## src/rtl/exe_commit_arb.sv

```systemverilog
// Commit collector: round-robin grant of one execute unit per cycle into a registered ROB write slot.
// Latency 1 cycle (grant edge -> rob_wb_valid); backpressure: a full, unpopped slot zeroes every cs_allowin.
// Optional COMMIT_ARB_PERF_EN adds perf_conflict_cnt (cycles with two or more units contending, outside flush).
package exe_commit_arb_pkg;
    typedef struct packed {
        logic       ex;
        logic [4:0] exccode;
    } exception_t;

    localparam logic [4:0] EXC_OV = 5'h0c;

    typedef struct packed {
        logic [5:0]  rob_entry_num;
        logic        rf_we;
        logic [5:0]  phy_dest;
        logic [31:0] result;
        exception_t  exception;
    } execute_to_commit_bus_t;
endpackage

module exe_commit_arb
    import exe_commit_arb_pkg::*;
#(
    parameter int N_FU = 4
) (
    input  logic                              clk,
    input  logic                              reset,
    input  logic                              flush,
    input  logic [N_FU-1:0]                   fu_to_valid,
    input  execute_to_commit_bus_t [N_FU-1:0] fu_to_commit_bus,
    output logic [N_FU-1:0]                   cs_allowin,
    output logic                              rob_wb_valid,
    input  logic                              rob_wb_ready,
    output execute_to_commit_bus_t            rob_wb_bus
`ifdef COMMIT_ARB_PERF_EN
    ,
    output logic [31:0]                       perf_conflict_cnt
`endif
);
    localparam int PTR_W = $clog2(N_FU);

    logic                   out_valid_q, out_valid_d;
    execute_to_commit_bus_t out_bus_q, out_bus_d;
    logic [PTR_W-1:0]       rr_ptr_q, rr_ptr_d;
    logic [PTR_W-1:0]       win;
    logic                   found;
    logic                   pop, slot_free, push;

    // First requester at or after rr_ptr, wrapping past N_FU-1 back to 0.
    always_comb begin
        win   = '0;
        found = 1'b0;
        for (int k = 0; k < N_FU; k++) begin
            if (!found && fu_to_valid[(int'(rr_ptr_q) + k) % N_FU]) begin
                found = 1'b1;
                win   = PTR_W'((int'(rr_ptr_q) + k) % N_FU);
            end
        end
    end

    assign pop       = out_valid_q & rob_wb_ready;
    assign slot_free = !out_valid_q | pop;

    always_comb begin
        cs_allowin = '0;
        if (found && slot_free && !flush && !reset) begin
            cs_allowin[win] = 1'b1;
        end
    end

    assign push = |cs_allowin;

    // Payload is copied only on a grant, so X on idle units never reaches the slot.
    always_comb begin
        out_valid_d = out_valid_q;
        out_bus_d   = out_bus_q;
        rr_ptr_d    = rr_ptr_q;
        if (flush) begin
            out_valid_d = 1'b0;
        end else if (push) begin
            out_valid_d = 1'b1;
            out_bus_d   = fu_to_commit_bus[win];
            rr_ptr_d    = (win == PTR_W'(N_FU - 1)) ? '0 : PTR_W'(win + 1'b1);
        end else if (pop) begin
            out_valid_d = 1'b0;
        end
    end

    always_ff @(posedge clk or posedge reset) begin
        if (reset) begin
            out_valid_q <= 1'b0;
            out_bus_q   <= '0;
            rr_ptr_q    <= '0;
        end else begin
            out_valid_q <= out_valid_d;
            out_bus_q   <= out_bus_d;
            rr_ptr_q    <= rr_ptr_d;
        end
    end

    assign rob_wb_valid = out_valid_q;
    assign rob_wb_bus   = out_bus_q;

`ifdef COMMIT_ARB_PERF_EN
    logic [31:0] perf_cnt_q;

    always_ff @(posedge clk or posedge reset) begin
        if (reset) begin
            perf_cnt_q <= '0;
        end else if (!flush && ($countones(fu_to_valid) >= 2)) begin
            perf_cnt_q <= perf_cnt_q + 32'd1;
        end
    end

    assign perf_conflict_cnt = perf_cnt_q;
`endif
endmodule
```

## config.mk

```make
export PLATFORM = sky130hd
export DESIGN_NAME = exe_commit_arb
export DESIGN_NICKNAME = d
export VERILOG_FILES = /design/src/rtl/exe_commit_arb.sv
export SDC_FILE = /design/constraint.sdc
export NUM_CORES = 1
export LEC_CHECK = 0
export ABC_AREA = 1
export BUFFER_PORTS_ARGS = -buffer_cell sky130_fd_sc_hd__buf_2
export CAP_MARGIN = 20
export CORE_UTILIZATION = 47
export CTS_CLUSTER_SIZE = 14
export DETAILED_ROUTE_END_ITERATION = 8
export GPL_TIMING_DRIVEN = 1
export HOLD_SLACK_MARGIN = 0.02
export PLACE_DENSITY = 0.82
export SETUP_SLACK_MARGIN = 0.1
export SLEW_MARGIN = 20
export SYNTH_ARGS = -nofsm -noshare
export SYNTH_HDL_FRONTEND = slang
export SYNTH_SLANG_ARGS = --single-unit
```

## constraint.sdc

```tcl
create_clock -name clk -period 2.7 [get_ports clk]
set_input_delay 0.405 -clock clk [delete_from_list [all_inputs] [get_ports clk]]
set_output_delay 0.405 -clock clk [all_outputs]
set_load 0.03 [all_outputs]
```

==> reports/qor.yml, run 1 <==
vias: 6696
ys_seq_area_share_pct: 25.9
power_frac_clock_pct: 4.3
die_x_um: 107
tns_ns: 0
p_seq_share_pct: 12.8
htree_levels: 2
ys_types: 19
grt_pass1_vias: 5737
place_ws_ns: 0.108
max-cap-violations: 0
die_area_um2: 11500
outcome: "finished clean"
drv_slew: 0
io-pin-count: 268
multi_input_area_um2: 2810
wire_per_inst_um: 13.4
p_switching_mw: 6.98
via_per_inst: 5.12
gp_congestion: 0.857
finalHoldViolCount: 0
setup_viol: 0
regArea_um2: 1350
drtAntennaViolNets: 0
hold_class: "primary input to flop"
whs_ns: 0.298
p_int_mw: 4.75
worstPathArrival_ns: 2.19
drt-total-wl_mm: 17.5
fmax_mhz: 385
diodes: 0
syn-num-nets: 1140
clockBufferDepth: 2
final_common_cell: "nand2_1"
clock_skew_ns: 0.00649
ys_ff_latch: 54
hold_buffers: 0
grt-ovfl-total: 0
cts_made_buffers: 5
grt_pass1_wl_mm: 26.8
fp.dieH_um: 107
ir_drop_mv: 1.45
insertion_delay_ns: 0.30
nets: 1382
antenna_found_initial: 0
synth_area_per_cell_um2: 5.65
design.core.area_um2: 10800
drive_above_1_share_pct: 30.3
critPathMaxFanout: 5
hpwl_mm: 12.2
p_leak_nw: 4.67
crit_path_end_kind: "primary output"
worst_slack_ns: 0.103
drtIter0Drc: 788
start_util_pct: 48.1
std_cell_rows: 38
yosys_warnings: 0
cp-start-kind: "flop"
syn_area_um2: 5220
cts.sinks: 54
final_cell_mix: "nand2_1 (331), buf_2 (263), inv_1 (213), nand3_1 (104), nand4_1 (102)"
drcViolationCount: 0
use_met3_pct: 4.48
crit_type: "flop to primary output"
synth_cells: 924
numPortBuffers: 267
swShare_pct: 59.5
dr.pass1.iters: 5
grtUsageMet2_pct: 51.8
cts_tree: "yes"
top_usage_layer: "met2"
worstMarginPinSlew_ns: 0.700
p_per_area_nw_per_um2: 1680
track_usage_pct: 29.1
combPwrFrac_pct: 82.9
slew_headroom_pct: 53.3
min_period_ns: 2.60
grt_max_degree: 103
area_delta_synth_final_pct: 34.1
dpl_cell_area_um2: 6630
worst-endpoint-required_ns: 2.30
grt_use_met1_pct: 34.6
nFillCells: 1062
finalCritPeriodShare_pct: 96.2
rsz0062_at_grt: "yes"
stdcell_area_um2: 7000
clk_pin_slew_ns: 0.10
root_buffer: "clkbuf_8"
worst max-delay path, stage by stage, from the launching register on:
cell	delay [ns]
dfrtp_2	0.48
buf_6	0.16
nand2_2	0.07
nand3_2	0.11
nand2_2	0.09
nor2_4	0.19
nand3_2	0.10
nand3_2	0.09
nand2_4	0.09
inv_4	0.10
ha_4	0.12
inv_2	0.04
nor2_4	0.10
buf_6	0.15
registers in the layout, indices dropped and copies added, names as in the netlist:
name,count
rob_wb_bus,51
rob_wb_valid,1
rr_ptr_q,2
layer usage:
layer  vias to the layer above  part of all wire [%]
li1                       3301                     -
met1                      2995                    40
met2                       348                    48
met3                        52                   7.9
met4                         0                   3.9
met5                         -                     0
cell usage after synthesis (all sizes together):
library cell  count  area, um^2
o31ai             1        7.51
buf              57         348
dfrtp            54        1350
nor2             10        45.0
nand3           112         571
ha                4        50.1
nand4           102         638
inv             223         840
nand2           348        1310
clkbuf            9        33.8
o21ai             4        20.0
worst paths after layout:
kind                                                    to  depth (start not counted)                 startpoint  slack, ns
worst max-delay path                         cs_allowin[2]                         13    rr_ptr_q[0]$_DFFE_PP0P_       0.10
worst min-delay path              rob_wb_valid$_DFFE_PP0P_                          2               rob_wb_ready       0.30
worst max register to register    rob_wb_valid$_DFFE_PP0P_                         17    rr_ptr_q[0]$_DFFE_PP0P_       0.20
worst min register to register   rob_wb_bus[2]$_DFFE_PP0P_                          2  rob_wb_bus[2]$_DFFE_PP0P_       0.48
max in group asynchronous          rr_ptr_q[0]$_DFFE_PP0P_                          3                      reset       1.85
min in group asynchronous       rob_wb_bus[40]$_DFFE_PP0P_                          3                      reset       0.36
through the flow:
step	util, %	power (mW)	std cells
after detailed placement	61.1	10.5	1283
after CTS	62.8	11.2	1297
after global placement	61.1	10.4	1283
after global routing	64.5	12.9	1307
final	64.5	11.7	1307
after floorplan	-	8.44	924
power groups by stage:
| stage | sequential (mW) | clock (mW) | combinational, mW |
|---|---|---|---|
| 2_1_floorplan | 2.18 | 0 | 6.26 |
| 3_3_place_gp | 1.50 | 0 | 8.87 |
| 3_5_place_dp | 1.50 | 0 | 9.01 |
| 4_1_cts | 1.48 | 0.526 | 9.19 |
| 5_1_grt | 1.54 | 0.553 | 10.8 |
| 6_report | 1.50 | 0.503 | 9.73 |
cell families (layout without fill, tap and decap cells):
kind of cell	after synthesis	in the layout	synth area share (%)
buffers and inverters	289	532	23.4
flip-flops	54	54	25.9
AND/OR/NAND/NOR	572	572	49.2
AO/OA/AOI/OAI	5	5	0.528
adder cells (fa/ha/maj)	4	4	0.959
timing repair:
action                                  CTS  global route
endpoints found under the setup margin    4            58
pin swaps                                 2            14
resized for setup                        12            37
setup buffers                             6            10
final cells by class:
type / instances / share of cell area (%)
sequential: 54 / 19.3
inverter: 223 / 12.2
clock buffer: 7 / 1.38
multi-input combinational: 581 / 40.1
timing repair buffer: 301 / 24.4
tap: 140 / 2.50
clock inverter: 1 / 0.125
Note: power is estimated with default switching activity, not from simulation.
==> run 2, diff against run 1 <==
- CAP_MARGIN: 20 -> 5
- CORE_UTILIZATION: 47 -> 45
- PLACE_DENSITY: 0.82 -> 0.79
- clock period: 2.7 -> 2.8 ns (I/O delays scaled with it)
==> run 2 against run 1 <==
Design area down 2.5%. Global-route usage down 2.5 points. Final cell count down 0.99%. Core utilization down 2.9 points. Clock power up 36%. Via count down 2.9%. Routed wire length down 4.7%. First-iteration DRC count down 23%. Sequential cell count unchanged. Critical path depth up 1. Setup slack better by 0.10 ns. Sequential power down 4%.
==> reports/qor.yml, run 2 (synthesized netlist as in run 1, its figures left out) <==
outcome: "finished clean"
design.core.area_um2: 11100
setup_viol: 0
crit_slowest_cell: "dfrtp_2"
p_leak_nw: 4.61
min_period_ns: 2.60
final_cells: 1294
crit_type: "flop to primary output"
grt_max_degree: 104
insertion_delay_ns: 0.28
cp-start-kind: "flop"
crit_path_end_kind: "primary output"
final_cell_mix: "nand2_1 (341), buf_2 (263), inv_1 (217), nand3_1 (109), nand4_1 (102)"
root_buffer: "clkbuf_16"
whs_ns: 0.344
finalCritPeriodShare_pct: 92.7
hold_buffers: 0
start_util_pct: 47.1
antenna_found_initial: 0
clock_skew_ns: 0.00671
cts.sinks: 54
largest_reg_flops: 51
crit_top_cell: "nand2_1"
power_mw: 10.8
drcViolationCount: 0
worstPathArrival_ns: 2.18
grt_pass1_vias: 5524
io-pin-count: 268
area_delta_synth_final_pct: 30.8
diodes: 0
drv_slew: 0
wire_per_inst_um: 12.9
grt_pass1_wl_mm: 25.3
cts_tree: "yes"
numPortBuffers: 267
hold_class: "primary input to flop"
via_per_inst: 5.02
track_usage_pct: 26.6
tns_ns: 0
dp_cells: 1279
hpwl_mm: 11.9
fp.dieH_um: 110
worst-endpoint-required_ns: 2.38
crit_path_max_incr_delay_ns: 0.48
worstMarginPinSlew_ns: 0.832
drive_above_1_share_pct: 27.5
finalHoldViolCount: 0
rsz0062_at_grt: "yes"
ir_drop_mv: 1.23
drtAntennaViolNets: 0
drt-total-wl_mm: 16.7
drtIter0Drc: 606
clk_pin_slew_ns: 0.07
cts_made_buffers: 5
htree_levels: 2
slew_headroom_pct: 44.5
fmax_mhz: 385
max-cap-violations: 0
dr.pass1.iters: 5
vias: 6501
path_cells: "buf_4 -> nand2_1 -> nand2_1 -> nand2_1 -> nand2_1 -> nor2_4 -> nand3_1 -> nand3_1 -> nand2_2 -> inv_2 -> ha_1 -> inv_1 -> nor2_2 -> buf_6"
die_area_um2: 12000
final_common_cell: "nand2_1"
clockBufferDepth: 2
grt-ovfl-total: 0
die_x_um: 110
p_per_area_nw_per_um2: 1590
std_cell_rows: 38
gp_congestion: 0.884
nets: 1369
critPathMaxFanout: 7
[run 2: changes by cell type in the layout (fill, tap and decap cells not counted), sizes merged]
cell	before	now
buf	301	287
bufinv	0	1
clkinv	1	2
inv	222	221
[run 2: power by group]
group / total, mW / internal (mW) / switching (mW)
Sequential: 1.44 / 1.21 / 0.223
Combinational: 8.73 / 2.80 / 5.93
Clock: 0.684 / 0.423 / 0.261
Total: 10.8 / 4.44 / 6.41
[run 2: repair_timing]
item	in CTS	in global routing
endpoints found under the setup margin	4	8
resized for setup	1	16
buffers inserted	0	6
pin swaps	0	1
gates cloned	0	1
[run 2: final timing paths]
kind                       slack (ns)                          to                 startpoint  depth (start not counted)
max                              0.20               cs_allowin[2]    rr_ptr_q[0]$_DFFE_PP0P_                         14
min                              0.34    rob_wb_valid$_DFFE_PP0P_               rob_wb_ready                          2
max reg2reg                      0.26  rob_wb_bus[36]$_DFFE_PP0P_    rr_ptr_q[0]$_DFFE_PP0P_                         12
min reg2reg                      0.47   rob_wb_bus[2]$_DFFE_PP0P_  rob_wb_bus[2]$_DFFE_PP0P_                          2
max in group asynchronous        1.94     rr_ptr_q[0]$_DFFE_PP0P_                      reset                          3
min in group asynchronous        0.39    rob_wb_valid$_DFFE_PP0P_                      reset                          3
[run 2: area by class of cell]
| class | instances | area [um^2] |
|---|---|---|
| timing repair buffer | 287 | 1580 |
| multi-input combinational | 581 | 2700 |
| fill | 1139 | 4250 |
| clock inverter | 1 | 30.0 |
| tap | 140 | 175 |
| timing repair inverter | 1 | 5.00 |
| sequential | 54 | 1350 |
| clock buffer | 7 | 133 |
| inverter | 223 | 846 |
[run 2: worst max-delay path: cells and delay by family, from the launching register on]
kind / cells / cell delay [ns]
AND/OR/NAND/NOR: 9 / 0.84
adder cells (fa/ha/maj): 1 / 0.13
buffers and inverters: 4 / 0.45
flip-flops: 1 / 0.48
[run 2: per-stage QoR]
stage | util, % | worst slack [ns] | area (um^2)
3_5_place_dp | 59.4 | 0.270 | 6580
2_1_floorplan | - | 0.126 | 5230
3_3_place_gp | 59.4 | 0.317 | 6580
6_report | 61.6 | 0.204 | 6820
4_1_cts | 60.9 | 0.118 | 6740
5_1_grt | 61.6 | 0.0515 | 6820
[run 2: metal layers]
layer | wire length [um] | track usage [%] | vias up
li1 | - | - | 3281
met1 | 6980 | 31.8 | 2876
met5 | 0 | 0 | -
met2 | 7980 | 47.7 | 306
met4 | 507 | 10.3 | 0
met3 | 1240 | 4.03 | 38
==> run 3, diff against run 2 <==
- CORE_UTILIZATION: 45 -> 47
- PLACE_DENSITY: 0.79 -> 0.82
==> run 3 against run 2 <==
Sequential cell count unchanged. Routed wire length up 3.4%. Worst hold slack worse by 0.016 ns. Critical path depth unchanged. Register-to-register slack worse by 0.09 ns. Critical path type unchanged. Critical endpoint is now cs_allowin[1]. Largest power group unchanged. Highest routed layer unchanged.
==> reports/qor.yml, run 3 (synthesized netlist as in run 1, its figures left out) <==
outcome: "finished clean"
start_util_pct: 48.1
largest_reg_flops: 51
fp.dieH_um: 107
crit_top_cell: "nand2_2"
grt_max_degree: 103
hold_buffers: 0
dr.pass1.iters: 5
hold_path.startpoint: "rob_wb_ready"
die_area_um2: 11500
wire_per_inst_um: 13.3
drive_above_1_share_pct: 29.8
finalHoldViolCount: 0
ir_drop_mv: 1.29
hold_depth: 2
grt-ovfl-total: 0
worst-endpoint-required_ns: 2.38
max-cap-violations: 0
p_switching_mw: 6.70
via_per_inst: 5.16
p_seq_share_pct: 13.1
p_per_area_nw_per_um2: 1600
antenna_found_initial: 0
drtIter0Drc: 747
htree_levels: 2
crit_type: "flop to primary output"
drv_slew: 0
r2r_end: "rob_wb_bus[39]$_DFFE_PP0P_"
grt_pass1_vias: 5761
numPortBuffers: 267
rrSetupSlack_ns: 0.17
whs_ns: 0.328
std_cell_rows: 38
io-pin-count: 268
worst_slack_ns: 0.115
path_cells: "clkinv_4 -> nand2_2 -> nand2_2 -> nand2_1 -> nand2_2 -> nand2_2 -> nand2_2 -> nand2_4 -> nand3_4 -> inv_4 -> ha_2 -> inv_1 -> nor2_2 -> buf_6"
min_period_ns: 2.68
gp_congestion: 0.891
design.core.area_um2: 10800
cts.sinks: 54
finalCritPeriodShare_pct: 95.9
final_cells: 1297
critPathMaxFanout: 8
fmax_mhz: 372
insertion_delay_ns: 0.30
stdcell_area_um2: 6910
crit_path_max_incr_delay_ns: 0.52
worstMarginPinSlew_ns: 0.688
worstPathArrival_ns: 2.26
grt_pass1_wl_mm: 26.6
rsz0062_at_grt: "yes"
worst-path-buf-inv: 4
setup_viol: 0
place_ws_ns: 0.253
area_delta_synth_final_pct: 32.5
drtAntennaViolNets: 0
final_cell_mix: "nand2_1 (327), buf_2 (263), inv_1 (214), nand3_1 (106), nand4_1 (102)"
nets: 1373
p_int_mw: 4.38
r2r-start: "rr_ptr_q[0]$_DFFE_PP0P_"
hold_end: "rob_wb_valid$_DFFE_PP0P_"
crit_slowest_cell: "dfrtp_2"
dp_cells: 1281
clock_skew_ns: 0.00511
cts_made_buffers: 5
power_mw: 11.1
slew_headroom_pct: 54.1
power_frac_clock_pct: 3.7
p_leak_nw: 4.61
drt-total-wl_mm: 17.3
die_x_um: 107
ff2ff_path_depth: 19
drcViolationCount: 0
cts_tree: "yes"
vias: 6694
clk_pin_slew_ns: 0.09
root_buffer: "clkbuf_8"
dpl_cell_area_um2: 6580
crit_path_end_kind: "primary output"
clockBufferDepth: 2
track_usage_pct: 28.6
critical-path-top-delay-family: "simple AND/OR/NAND/NOR gates"
hpwl_mm: 11.9
hold_class: "primary input to flop"
cp-start-kind: "flop"
swShare_pct: 60.5
final_common_cell: "nand2_1"
diodes: 0
combPwrFrac_pct: 83.1
==> run 3: changes by cell type in the layout (fill, tap and decap cells not counted), moves of 4 or more <==
cell,previous run,this run
clkbuf_8,0,5
nand2_1,341,327
nand2_4,1,6
nand2_2,6,15
clkbuf_16,5,0
buf_6,3,7
==> run 3: cell type report <==
cell class | instances | area, um^2
Sequential cell | 54 | 1350
Timing Repair Buffer | 291 | 1630
Timing Repair inverter | 1 | 6.26
Inverter | 223 | 851
Fill cell | 1064 | 3930
Clock buffer | 6 | 72.6
Tap cell | 140 | 175
Clock inverter | 1 | 7.51
Multi-Input combinational cell | 581 | 2820
==> run 3: timing repair <==
action / CTS / global route
endpoints found under the setup margin: 4 / 4
gates resized for setup: 4 / 52
gates cloned: 0 / 1
pin swaps: 0 / 19
setup buffers: 3 / 5
==> run 3: worst max-delay path by stage <==
stage	startpoint	end	slack, ns	cells after the start
after CTS	rr_ptr_q[0]$_DFFE_PP0P_	cs_allowin[3]	0.11	13
after detailed placement	rr_ptr_q[0]$_DFFE_PP0P_	rob_wb_bus[44]$_DFFE_PP0P_	0.25	18
after global routing	rr_ptr_q[0]$_DFFE_PP0P_	cs_allowin[1]	-0.008	14
final	rr_ptr_q[0]$_DFFE_PP0P_	cs_allowin[1]	0.12	14
after global placement	rr_ptr_q[0]$_DFFE_PP0P_	rob_wb_valid$_DFFE_PP0P_	0.37	17
after floorplan	rr_ptr_q[0]$_DFFE_PP0P_	rob_wb_bus[0]$_DFFE_PP0P_	0.13	21
==> run 3: metrics by stage <==
step,utilization (%),setup TNS (ns)
final,63.8,0
after global routing,63.8,-0.00814
after CTS,61.7,0
after detailed placement,60.7,0
after global placement,60.7,0
after floorplan,-,0
==> run 3: layer usage <==
layer | GRT usage (%) | part of all wire, %
met1 | 35.2 | 41
met2 | 49.5 | 48
met3 | 5.15 | 8.4
met4 | 11.1 | 3.3
met5 | 0 | 0
==> run 3: power groups by stage <==
stage / sequential, mW / clock, mW / combinational [mW]
after floorplan: 2.10 / 0 / 6.00
after CTS: 1.43 / 0.432 / 8.65
after global routing: 1.49 / 0.462 / 10.2
after detailed placement: 1.45 / 0 / 8.58
after global placement: 1.45 / 0 / 8.43
final: 1.46 / 0.413 / 9.21
==> run 3: worst register-to-register path, stage by stage (launching register included) <==
cell and delay, ns:
dfrtp_2 0.52, clkinv_4 0.14, nand2_2 0.11, nand2_2 0.06
nand2_2 0.10, nand2_4 0.06, nor2_4 0.18, nand3_2 0.09
nand3_2 0.09, nand2_4 0.08, ha_1 0.19, inv_1 0.09
nor2_4 0.05, buf_4 0.14, nor2_1 0.12, nand2_2 0.10
inv_2 0.11, buf_12 0.18, nand2_1 0.08, nand2_1 0.08
